<file path="config.mk">
export PLATFORM = sky130hd
export DESIGN_NAME = vga_timing_controller_flat
export DESIGN_NICKNAME = d
export VERILOG_FILES = /design/src/rtl/vga_timing_controller_if.sv /design/src/rtl/vga_timing_controller.sv /design/src/flat_wrapper.sv
export SDC_FILE = /design/constraint.sdc
export NUM_CORES = 1
export LEC_CHECK = 0
export CAP_MARGIN = 20
export CORE_MARGIN = 3
export CORE_UTILIZATION = 40
export CTS_BUF_LIST = sky130_fd_sc_hd__clkbuf_4 sky130_fd_sc_hd__clkbuf_8
export CTS_CLUSTER_DIAMETER = 150
export DETAILED_ROUTE_END_ITERATION = 6
export HOLD_SLACK_MARGIN = 0.03
export SLEW_MARGIN = 20
export SYNTH_ARGS = -nofsm -noshare
export SYNTH_HDL_FRONTEND = slang
export SYNTH_SLANG_ARGS = --single-unit
</file>
<file path="constraint.sdc">
create_clock -name clk -period 2.9 [get_ports clk]
set_input_delay 0.29 -clock clk [delete_from_list [all_inputs] [get_ports clk]]
set_output_delay 0.29 -clock clk [all_outputs]
set_load 0.005 [all_outputs]
</file>
<file path="src/rtl/vga_timing_controller_if.sv">
// VGA raster timing bus: run control in, raster position/sync/strobes out.
interface vga_timing_if #(
  parameter int unsigned CW = 10
);
  logic          enable;
  logic          hsync;
  logic          vsync;
  logic          vidOn;
  logic [CW-1:0] x;
  logic [CW-1:0] y;
  logic          pixelTick;
  logic          lineStart;
  logic          frameStart;

  modport master (
    input  enable,
    output hsync, vsync, vidOn, x, y, pixelTick, lineStart, frameStart
  );

  modport slave (
    output enable,
    input  hsync, vsync, vidOn, x, y, pixelTick, lineStart, frameStart
  );
endinterface

</file>
<file path="src/rtl/vga_timing_controller.sv">
// vga_timing_controller: 640x480@60 VGA raster timing generator.
// Optional build macro VGA_CLK_DIV_EN: internal divide-by-2 so the raster
// runs at clk/2 (50 MHz clk); without it the raster advances every clk.
// All outputs are registered from the next-state counters so position,
// syncs, vidOn and strobes always describe the same pixel.
module vga_timing_controller #(
  parameter int unsigned H_ACTIVE = 640,
  parameter int unsigned H_FP     = 16,
  parameter int unsigned H_SYNC   = 96,
  parameter int unsigned H_BP     = 48,
  parameter int unsigned V_ACTIVE = 480,
  parameter int unsigned V_FP     = 10,
  parameter int unsigned V_SYNC   = 2,
  parameter int unsigned V_BP     = 33,
  parameter bit          SYNC_POL = 1'b0,
  parameter int unsigned CW       = 10
) (
  input logic            clk,
  input logic            reset,
  vga_timing_if.master   bus
);
  localparam int unsigned H_TOTAL = H_ACTIVE + H_FP + H_SYNC + H_BP;
  localparam int unsigned V_TOTAL = V_ACTIVE + V_FP + V_SYNC + V_BP;

  localparam logic [CW-1:0] H_LAST = CW'(H_TOTAL - 1);
  localparam logic [CW-1:0] V_LAST = CW'(V_TOTAL - 1);
  localparam logic [CW-1:0] H_ACT  = CW'(H_ACTIVE);
  localparam logic [CW-1:0] V_ACT  = CW'(V_ACTIVE);
  localparam logic [CW-1:0] H_SS   = CW'(H_ACTIVE + H_FP);
  localparam logic [CW-1:0] H_SE   = CW'(H_ACTIVE + H_FP + H_SYNC);
  localparam logic [CW-1:0] V_SS   = CW'(V_ACTIVE + V_FP);
  localparam logic [CW-1:0] V_SE   = CW'(V_ACTIVE + V_FP + V_SYNC);

  logic [CW-1:0] r_hcnt;
  logic [CW-1:0] r_vcnt;
  logic          r_hsync;
  logic          r_vsync;
  logic          r_vidOn;
  logic          r_pixelTick;
  logic          r_lineStart;
  logic          r_frameStart;

  logic          w_tick;
  logic          w_adv;
  logic [CW-1:0] w_hnext;
  logic [CW-1:0] w_vnext;
  logic          w_hsyn;
  logic          w_vsyn;
  logic          w_vis;

`ifdef VGA_CLK_DIV_EN
  logic r_div;

  // Divide-by-2 pixel enable; first tick on the 2nd clk after reset release.
  always_ff @(posedge clk) begin
    if (reset) begin
      r_div <= 1'b0;
    end else begin
      r_div <= ~r_div;
    end
  end

  // Raster may advance only in the divider's high phase.
  always_comb begin
    w_tick = r_div;
  end
`else
  // Raster may advance on every clk.
  always_comb begin
    w_tick = 1'b1;
  end
`endif

  // Next-state raster counters and their phase decode.
  always_comb begin
    w_adv   = bus.enable & w_tick;
    w_hnext = r_hcnt;
    w_vnext = r_vcnt;
    if (w_adv) begin
      if (r_hcnt == H_LAST) begin
        w_hnext = '0;
        w_vnext = (r_vcnt == V_LAST) ? '0 : r_vcnt + CW'(1);
      end else begin
        w_hnext = r_hcnt + CW'(1);
      end
    end
    w_hsyn = (w_hnext >= H_SS) && (w_hnext < H_SE);
    w_vsyn = (w_vnext >= V_SS) && (w_vnext < V_SE);
    w_vis  = (w_hnext < H_ACT) && (w_vnext < V_ACT);
  end

  // Counter register plus all outputs decoded from the next-state counters.
  always_ff @(posedge clk) begin
    if (reset) begin
      r_hcnt       <= '0;
      r_vcnt       <= '0;
      r_hsync      <= ~SYNC_POL;
      r_vsync      <= ~SYNC_POL;
      r_vidOn      <= 1'b0;
      r_pixelTick  <= 1'b0;
      r_lineStart  <= 1'b0;
      r_frameStart <= 1'b0;
    end else begin
      r_hcnt       <= w_hnext;
      r_vcnt       <= w_vnext;
      r_hsync      <= w_hsyn ? SYNC_POL : ~SYNC_POL;
      r_vsync      <= w_vsyn ? SYNC_POL : ~SYNC_POL;
      r_vidOn      <= w_vis & bus.enable;
      // pixelTick flags the cycle holding a freshly advanced position,
      // aligned with x/y and the strobes.
      r_pixelTick  <= w_adv;
      r_lineStart  <= w_adv & (w_hnext == '0);
      r_frameStart <= w_adv & (w_hnext == '0) & (w_vnext == '0);
    end
  end

  assign bus.x          = r_hcnt;
  assign bus.y          = r_vcnt;
  assign bus.hsync      = r_hsync;
  assign bus.vsync      = r_vsync;
  assign bus.vidOn      = r_vidOn;
  assign bus.pixelTick  = r_pixelTick;
  assign bus.lineStart  = r_lineStart;
  assign bus.frameStart = r_frameStart;
endmodule

</file>
<file path="src/flat_wrapper.sv">
// flat-port wrapper written by rule: the top's interface ports become plain ports
module vga_timing_controller_flat 
#(
  parameter int unsigned H_ACTIVE = 640,
  parameter int unsigned H_FP     = 16,
  parameter int unsigned H_SYNC   = 96,
  parameter int unsigned H_BP     = 48,
  parameter int unsigned V_ACTIVE = 480,
  parameter int unsigned V_FP     = 10,
  parameter int unsigned V_SYNC   = 2,
  parameter int unsigned V_BP     = 33,
  parameter bit          SYNC_POL = 1'b0,
  parameter int unsigned CW       = 10
)
  (clk, reset, bus_enable, bus_hsync, bus_vsync, bus_vidOn, bus_x, bus_y, bus_pixelTick, bus_lineStart, bus_frameStart);
  vga_timing_if #(.CW(CW)) bus_i ();
  input logic clk;
  input logic reset;
  input wire logic [$bits(bus_i.enable)-1:0] bus_enable;
  output wire logic [$bits(bus_i.hsync)-1:0] bus_hsync;
  output wire logic [$bits(bus_i.vsync)-1:0] bus_vsync;
  output wire logic [$bits(bus_i.vidOn)-1:0] bus_vidOn;
  output wire logic [$bits(bus_i.x)-1:0] bus_x;
  output wire logic [$bits(bus_i.y)-1:0] bus_y;
  output wire logic [$bits(bus_i.pixelTick)-1:0] bus_pixelTick;
  output wire logic [$bits(bus_i.lineStart)-1:0] bus_lineStart;
  output wire logic [$bits(bus_i.frameStart)-1:0] bus_frameStart;
  assign bus_i.enable = bus_enable;
  assign bus_hsync = bus_i.hsync;
  assign bus_vsync = bus_i.vsync;
  assign bus_vidOn = bus_i.vidOn;
  assign bus_x = bus_i.x;
  assign bus_y = bus_i.y;
  assign bus_pixelTick = bus_i.pixelTick;
  assign bus_lineStart = bus_i.lineStart;
  assign bus_frameStart = bus_i.frameStart;
  vga_timing_controller #(.H_ACTIVE(H_ACTIVE), .H_FP(H_FP), .H_SYNC(H_SYNC), .H_BP(H_BP), .V_ACTIVE(V_ACTIVE), .V_FP(V_FP), .V_SYNC(V_SYNC), .V_BP(V_BP), .SYNC_POL(SYNC_POL), .CW(CW)) u_core (.clk(clk), .reset(reset), .bus(bus_i));
endmodule
</file>
# After elaboration in Yosys (flattened, before gate mapping)
# Cells that the tools add are included.
dict set report totals {
  register_bits 26
  inputBits 3
  output_inout_bits 26
  elab_cells 33
}
dict set report classes {
  add_sub_neg 2
  n_lt_le_gt_ge 6
  n_eq_ne 2
  mux 7
  bitwise_logic 3
  reduce_logical 5
}
# op n
set ops {}
lappend ops {{10-bit 2-to-1 mux} 5}
lappend ops {{10-bit by 1-bit adder with 10-bit output, second input constant} 2}
lappend ops {{10-bit == test, second input constant} 2}
lappend ops {{10-bit logical NOT} 2}
lappend ops {{10-bit less-than comparator, second input constant} 2}
lappend ops {{10-bit by 9-bit less-than comparator with 1-bit output, second input constant} 2}
lappend ops {{10-bit greater-or-equal comparator, second input constant} 1}
lappend ops {{10-bit by 9-bit greater-or-equal comparator with 1-bit output, second input constant} 1}
lappend ops {{1-bit bitwise AND} 3}
lappend ops {{1-bit logical AND} 3}
lappend ops {{1-bit 2-to-1 mux} 2}

# Depth between registers and ports, before layout
# Gate-level depths: netlist of the first run.
dict set report logic_depth {
  depth_word 7
  ltp_mapped 8
  ltp_nobuf 8
}

# Worst setup path before layout of the first run
# Ideal clock, no wire load.
dict set report synth_path {
  path_type {register to register}
  startpoint {reg u_core.r_hcnt[0], in the netlist u_core.bus.x[0]}
  endpoint {reg u_core.r_frameStart, in the netlist u_core.bus.frameStart}
  setup_time_ns 0.124
  arrival_time_ns 1.925
  required_time_ns 2.776
  path_slack_ns 0.851
  path_stages_with_launch 8
  path_buffers 0
  period_less_slack_ns 2.049
  path_cell_list {dfxtp_1 > ha_1 > and4_1 > nand4_4 > nor4_4 > mux2_1 > a41oi_1 > nor4_2}
}
dict set report synth_between {
  elab_chain_cells 6
  word_cells_on_any_way 10
  cone_classes {1 x add/sub; 1 x eq/ne; 4 x mux; 2 x bitwise; 2 x reduce/logical}
}
# item line_no
set synth_lines {}
lappend synth_lines {{from (decl)} vga_timing_controller.sv:34} ;# logic [CW-1:0] r_hcnt;
lappend synth_lines {{from (signal assigned)} vga_timing_controller.sv:104} ;# r_hcnt <= w_hnext;
lappend synth_lines {{10-bit by 1-bit adder with 10-bit output / 10-bit == test (equally long branches)} {vga_timing_controller.sv:84, vga_timing_controller.sv:80}}
lappend synth_lines {{10-bit 2-to-1 mux} vga_timing_controller.sv:80} ;# if (r_hcnt == H_LAST) begin
lappend synth_lines {{10-bit 2-to-1 mux} vga_timing_controller.sv:79} ;# if (w_adv) begin
lappend synth_lines {{10-bit logical NOT} vga_timing_controller.sv:113} ;# r_frameStart <= w_adv & (w_hnext == '0) & (w_vnext == '0);
lappend synth_lines {{1-bit bitwise AND} vga_timing_controller.sv:113}
lappend synth_lines {{1-bit bitwise AND (*)} vga_timing_controller.sv:113}
lappend synth_lines {{to (signal assigned)} vga_timing_controller.sv:113}
lappend synth_lines {{to (decl)} vga_timing_controller.sv:41} ;# logic r_frameStart;
# Mark *: on every way between the ends. The rest lies on a longest branch, timed or not.
# A chain may end at the register's enable or synchronous reset.

# Final worst setup path of the first run
# Ends and elaborated chain as after synthesis.

==> flow_summary.json, run 1 <==
{
  "outcome": "finished clean",
  "antenna_found_initial": 0,
  "num_antenna_cells": 0,
  "clockPowerShare": 0.367,
  "syn_nets": 198,
  "dpl_cell_area_sq_um": 1880,
  "yosysSeqAreaShare": 0.327,
  "internal-power_mw": 0.499,
  "r2r_start": "u_core.bus.x[0]$_SDFF_PP0_",
  "endpoint_kind": "flop",
  "setup_viol": 0,
  "post_cts_buffers": 0,
  "cts.sink_count": 26,
  "crit_chain": "ha_1, and4_1, nand4_4, nor4_4, mux2_1, a41oi_1, nor4_2",
  "synth_common_cells": "dfxtp_1 (26), nor2_1 (22), nor3_1 (13), nand2_1 (12), inv_1 (10)",
  "cts_tree": "done",
  "power.density_nw_per_um2": 324,
  "finalHoldViolCount": 0,
  "drive_gt1_frac": 0.0794,
  "dieArea_sq_um": 4770,
  "final_nets": 221,
  "fin_crit_ns": 2.47,
  "num_io_pins": 29,
  "die_h_microns": 69.1,
  "worst_pin_slew_ns": 0.488,
  "post_drt_via_cell_ratio": 5.70,
  "report.final.slew_viol_count": 0,
  "grt_max_degree": 23,
  "switchingPower_mw": 0.129,
  "drcViolationCount": 0,
  "finalSetupTns_ns": 0,
  "crit_slowest_cell": "dfxtp_1",
  "dieWidth_microns": 69.1,
  "fin_cells": 262,
  "crit_fanout": 13,
  "avgSynthCellArea_sq_um": 8.29,
  "hold_end": "u_core.bus.x[1]$_SDFF_PP0_",
  "start_util": 0.425,
  "critPathRequiredTime_ns": 3.06,
  "hp-class": "flop to flop",
  "ys_seq_elements": 26,
  "netlist_top_cells_area": "dfxtp_1 (33%), nor2_1 (5.2%), xnor2_1 (5.0%)",
  "port-buffer-count": 28,
  "dr.first_iter.drc_count": 73,
  "wl_microns": 3870,
  "routabilityCongestion": 0.865,
  "reg2reg_setup_slack_ns": 0.43,
  "crit_path_start": "u_core.bus.x[0]$_SDFF_PP0_",
  "synth_most_common_cell": "dfxtp_1",
  "peakVddDrop_uv": 303,
  "relSlewSlack": 0.672,
  "wl_per_cell_microns": 14.8,
  "cts_max_level": 1,
  "synth_top_area_frac": 0.327,
  "leakagePower_nw": 0.619,
  "min_path_cells": 2,
  "hold_buffers": 0,
  "critPathArrivalTime_ns": 2.63,
  "skew_ns": 0.00786,
  "root_buffer": "clkbuf_8",
  "cts.repair.resized": 0,
  "rr_worst_depth": 7,
  "grt_pass1_wl_microns": 6650,
  "ys_types": 49,
  "swShare": 0.206,
  "clock.fmax_mhz": 405,
  "num_vias": 1493,
  "synth.largest_area_cell": "dfxtp_1",
  "rsz0062_at_grt": "no",
  "insertion_delay_ns": 0.27,
  "firstDrtPassIters": 4,
  "synth.cell_area_sq_um": 1590,
  "grt_pass1_vias": 1365,
  "reg2reg_to": "u_core.bus.frameStart$_SDFF_PP0_",
  "start_kind": "flop",
  "gr-usage-all-layers": 0.166,
  "rows": 22,
  "maxCapViolations": 0,
  "synth_edf_count": 0,
  "setup_ws_ns": 0.429,
  "cp_slowest_stage_delay_ns": 0.45,
  "comb_power_share": 0.053,
  "antenna_left": 0,
  "synth_warnings": 0,
  "hold_start": "u_core.bus.x[1]$_SDFF_PP0_",
  "final_util": 0.518,
  "core_sq_um": 3740,
  "pre_cts_ws_ns": 0.424,
  "syn2layout_area_growth_pct": 21.9,
  "syn_inst": 192,
  "final_cell_area_sq_um": 1940,
  "synthFlopType": "dfxtp_1",
  "path_clk_slew_ns": 0.09,
  "crit_type": "flop to flop",
  "p_seq_frac": 0.580,
  "cts_buffer_depth": 2,
  "grt_overflow_total": 0,
  "synthArstFlopShare": 0,
  "numCtsBuffers": 3,
  "post-route-period-util": 0.852,
  "place_hpwl_microns": 2830,
  "place_inst": 258
}
[cells by family (layout without fill, tap and decap cells)]
kind of cell,count (synthesis),count (layout),synth area share
and+or+nand+nor,85,85,0.325
AOI/OAI and AO/OA,39,39,0.167
DFF,26,26,0.327
buffers and inverters,23,45,0.0676
xor gates and xnor gates,14,14,0.0770
adders and majority gates,3,3,0.0236
muxes,2,2,0.0134
[registers in the layout (all words and copies together), names as in the netlist]
| register | count |
|---|---|
| u_core.bus.vidOn | 1 |
| u_core.bus.x | 10 |
| u_core.bus.hsync | 1 |
| u_core.bus.vsync | 1 |
| u_core.bus.pixelTick | 1 |
| u_core.bus.frameStart | 1 |
| u_core.bus.lineStart | 1 |
| u_core.bus.y | 10 |
[critical path, delay by kind of cell (launching register included)]
| family | cells | cell delay, ns |
|---|---|---|
| simple gates | 4 | 1.04 |
| mux | 1 | 0.36 |
| flops | 1 | 0.45 |
| compound gates | 1 | 0.24 |
| fa+ha+maj | 1 | 0.27 |
[worst max path at each step]
stage / slack, ns / endpoint / cells past startpoint
floorplan: 0.85 / u_core.bus.frameStart$_SDFF_PP0_ / 7
global placement: 0.50 / u_core.bus.frameStart$_SDFF_PP0_ / 6
detailed placement: 0.42 / u_core.bus.frameStart$_SDFF_PP0_ / 6
CTS: 0.47 / u_core.bus.frameStart$_SDFF_PP0_ / 7
global route: 0.29 / u_core.bus.frameStart$_SDFF_PP0_ / 7
finish: 0.43 / u_core.bus.frameStart$_SDFF_PP0_ / 7
[cells in the final DEF (no fill, tap or decap), types with 3 or more instances in the layout]
cell type         n
clkdlybuf4s50_1  28
dfxtp_1          26
nor2_1           22
nor3_1           13
nand2_1          12
inv_1            10
xnor2_1           9
nand3_1           8
nand4_1           6
o21ai_0           6
a31oi_1           6
a21oi_1           6
xor2_1            5
clkbuf_8          4
and4_1            3
nor4_2            3
o211ai_1          3
ha_1              3
buf_4             3
[through the flow]
stage          hold WS, ns  total power, mW
2_1_floorplan        0.368            0.390
3_3_place_gp         0.556            0.406
3_5_place_dp         0.547            0.407
4_1_cts              0.567            0.640
5_1_grt              0.616            0.656
6_report             0.564            0.629
[per-layer routing]
layer / track usage / wire, microns / vias up
li1: - / - / 740
met1: 0.245 / 1880 / 696
met2: 0.248 / 1710 / 55
met3: 0.0248 / 248 / 2
met4: 0.0499 / 35 / 0
met5: 0 / 0 / -
[power groups by stage]
stage	Clock [mW]	Combinational, mW	Sequential, mW
after floorplan	0	0.0168	0.373
after global placement	0	0.0334	0.373
after detailed placement	0	0.0334	0.373
after CTS	0.241	0.0337	0.365
after global routing	0.253	0.0366	0.366
final	0.231	0.0334	0.365
[area by class of cell]
class / instances / area (sq um)
repair buffers: 31 / 303
inverters: 10 / 37.5
clock buffers: 4 / 55.1
fillers: 359 / 1800
well taps: 48 / 60.1
flip-flops and latches: 26 / 520
multi-input cells: 143 / 963
(Power assumes the default switching activity.)
==> inputs of run 2 (changes only) <==
--- a/config.mk
+++ b/config.mk
@@ -6,12 +6,12 @@
 export NUM_CORES = 1
 export LEC_CHECK = 0
 export CAP_MARGIN = 20
-export CORE_MARGIN = 3
 export CORE_UTILIZATION = 40
 export CTS_BUF_LIST = sky130_fd_sc_hd__clkbuf_4 sky130_fd_sc_hd__clkbuf_8
 export CTS_CLUSTER_DIAMETER = 150
 export DETAILED_ROUTE_END_ITERATION = 6
 export HOLD_SLACK_MARGIN = 0.03
+export SKIP_LAST_GASP = 1
 export SLEW_MARGIN = 20
 export SYNTH_ARGS = -nofsm -noshare
 export SYNTH_HDL_FRONTEND = slang
==> run 2 against run 1 <==
Final area did not move. Clock power barely moved. Via count fell by 1.3%. Flip-flop and latch count did not move. Hold slack improved by 0.014 ns. Critical path type unchanged. Non-clock buffer count did not move. Largest power group unchanged. Combinational power rose by 1%. Die area fell by 11%. Register-to-register slack improved by 0.03 ns. Largest cell class unchanged. Final cell count did not move. Sequential share of layout area did not move.
==> flow_summary.json, run 2 (same netlist as run 1, synthesis figures left out) <==
{
  "layout_common_cells": "clkdlybuf4s50_1 (28), dfxtp_1 (26), nor2_1 (22), nor3_1 (13), nand2_1 (12)",
  "cp_slowest_stage_delay_ns": 0.45,
  "report.final.slew_viol_count": 0,
  "drcViolationCount": 0,
  "drive_gt1_frac": 0.0794,
  "numCtsBuffers": 3,
  "cts.repair.resized": 0,
  "finalSetupTns_ns": 0,
  "dieWidth_microns": 65.1,
  "dieArea_sq_um": 4230,
  "core_sq_um": 3740,
  "clock.fmax_mhz": 409,
  "hold_buffers": 0,
  "antenna_found_initial": 0,
  "post_cts_buffers": 0,
  "grt_max_degree": 23,
  "fin_crit_ns": 2.44,
  "leakagePower_nw": 0.619,
  "dr.first_iter.drc_count": 75,
  "switchingPower_mw": 0.133,
  "start_kind": "flop",
  "final_common_cell": "clkdlybuf4s50_1",
  "ff_latch_area_sq_um": 520,
  "post-route-period-util": 0.842,
  "post_drt_via_cell_ratio": 5.63,
  "routabilityCongestion": 0.843,
  "cts_buffer_depth": 2,
  "outcome": "finished clean",
  "maxCapViolations": 0,
  "firstDrtPassIters": 4,
  "pre_cts_ws_ns": 0.379,
  "comb_power_share": 0.053,
  "clockPowerShare": 0.370,
  "grt_pass1_wl_microns": 6440,
  "path_clk_slew_ns": 0.09,
  "worst_pin_slew_ns": 0.506,
  "syn2layout_area_growth_pct": 21.9,
  "finalPower_mw": 0.633,
  "rr_worst_depth": 7,
  "num_antenna_cells": 0,
  "rows": 22,
  "wl_per_cell_microns": 14.4,
  "setup_ws_ns": 0.458,
  "final_nets": 221,
  "multiInputGateArea_sq_um": 963,
  "crit_fanout": 13,
  "port-buffer-count": 28,
  "relSlewSlack": 0.660,
  "num_vias": 1474,
  "setup_viol": 0,
  "wl_microns": 3770,
  "peakVddDrop_uv": 252,
  "grt_pass1_vias": 1359,
  "grt_overflow_total": 0,
  "crit_chain": "ha_1, and4_1, nand4_4, nor4_4, mux2_1, a41oi_1, nor4_2",
  "critPathArrivalTime_ns": 2.60,
  "power.density_nw_per_um2": 326,
  "cts.sink_count": 26,
  "critPathRequiredTime_ns": 3.05,
  "antenna_left": 0,
  "die_h_microns": 65.1,
  "insertion_delay_ns": 0.27,
  "fill_cells": 357,
  "p_seq_frac": 0.577,
  "skew_ns": 0.00413,
  "internal-power_mw": 0.500,
  "endpoint_kind": "flop",
  "whs_ns": 0.578,
  "min_path_cells": 2,
  "swShare": 0.210,
  "cts_tree": "done",
  "root_buffer": "clkbuf_8",
  "num_io_pins": 29,
  "gr-usage-all-layers": 0.193,
  "cts_max_level": 1,
  "hp-class": "flop to flop",
  "place_hpwl_microns": 2760,
  "start_util": 0.425,
  "rsz0062_at_grt": "no",
  "crit_slowest_cell": "dfxtp_1",
  "crit_type": "flop to flop",
  "finalHoldViolCount": 0
}
## run 2: cell counts in the layout (fill, tap and decap cells not counted)
No cell type changed its count.
## run 2: path summary, 6_finish.rpt
kind,startpoint,slack (ns),to
worst max-delay path,u_core.bus.x[0]$_SDFF_PP0_,0.46,u_core.bus.frameStart$_SDFF_PP0_
worst min-delay path,u_core.bus.x[1]$_SDFF_PP0_,0.58,u_core.bus.x[1]$_SDFF_PP0_
worst min register to register,u_core.bus.x[1]$_SDFF_PP0_,0.58,u_core.bus.x[1]$_SDFF_PP0_
worst max register to register,u_core.bus.x[0]$_SDFF_PP0_,0.46,u_core.bus.frameStart$_SDFF_PP0_
## run 2: stage by stage
| stage | std cells | area [sq um] | util |
|---|---|---|---|
| floorplan | 192 | 1590 | - |
| global placement | 258 | 1880 | 0.503 |
| detailed placement | 258 | 1880 | 0.503 |
| CTS | 262 | 1940 | 0.518 |
| global route | 262 | 1940 | 0.518 |
| finish | 262 | 1940 | 0.518 |
## run 2: area by class of cell
class / count / area share
well taps: 48 / 0.0310
repair buffers: 31 / 0.156
flip-flops and latches: 26 / 0.268
multi-input cells: 143 / 0.497
clock buffers: 4 / 0.0284
inverters: 10 / 0.0194
## run 2: routing by layer
layer  GRT usage  up-vias  routed length [microns]  part of all wire
li1            -      737                        -                 -
met1       0.288      667                     1910              0.51
met2       0.284       64                     1590              0.42
met3      0.0282        6                      230             0.061
met4      0.0543        0                       45             0.012
met5           0        -                        0                 0
## run 2: power groups by stage
stage          clock (mW)  combinational, mW  sequential [mW]
6_report            0.234             0.0338            0.365
2_1_floorplan           0             0.0168            0.373
5_1_grt             0.261             0.0367            0.366
3_5_place_dp            0             0.0333            0.373
4_1_cts             0.242             0.0338            0.365
3_3_place_gp            0             0.0333            0.373
## run 2: critical path: cells and delay by family (launching register included)
kind	cells	cell delay, ns
AOI/OAI and AO/OA	1	0.22
adders and majority gates	1	0.26
and+or+nand+nor	4	1.04
DFF	1	0.45
muxes	1	0.36
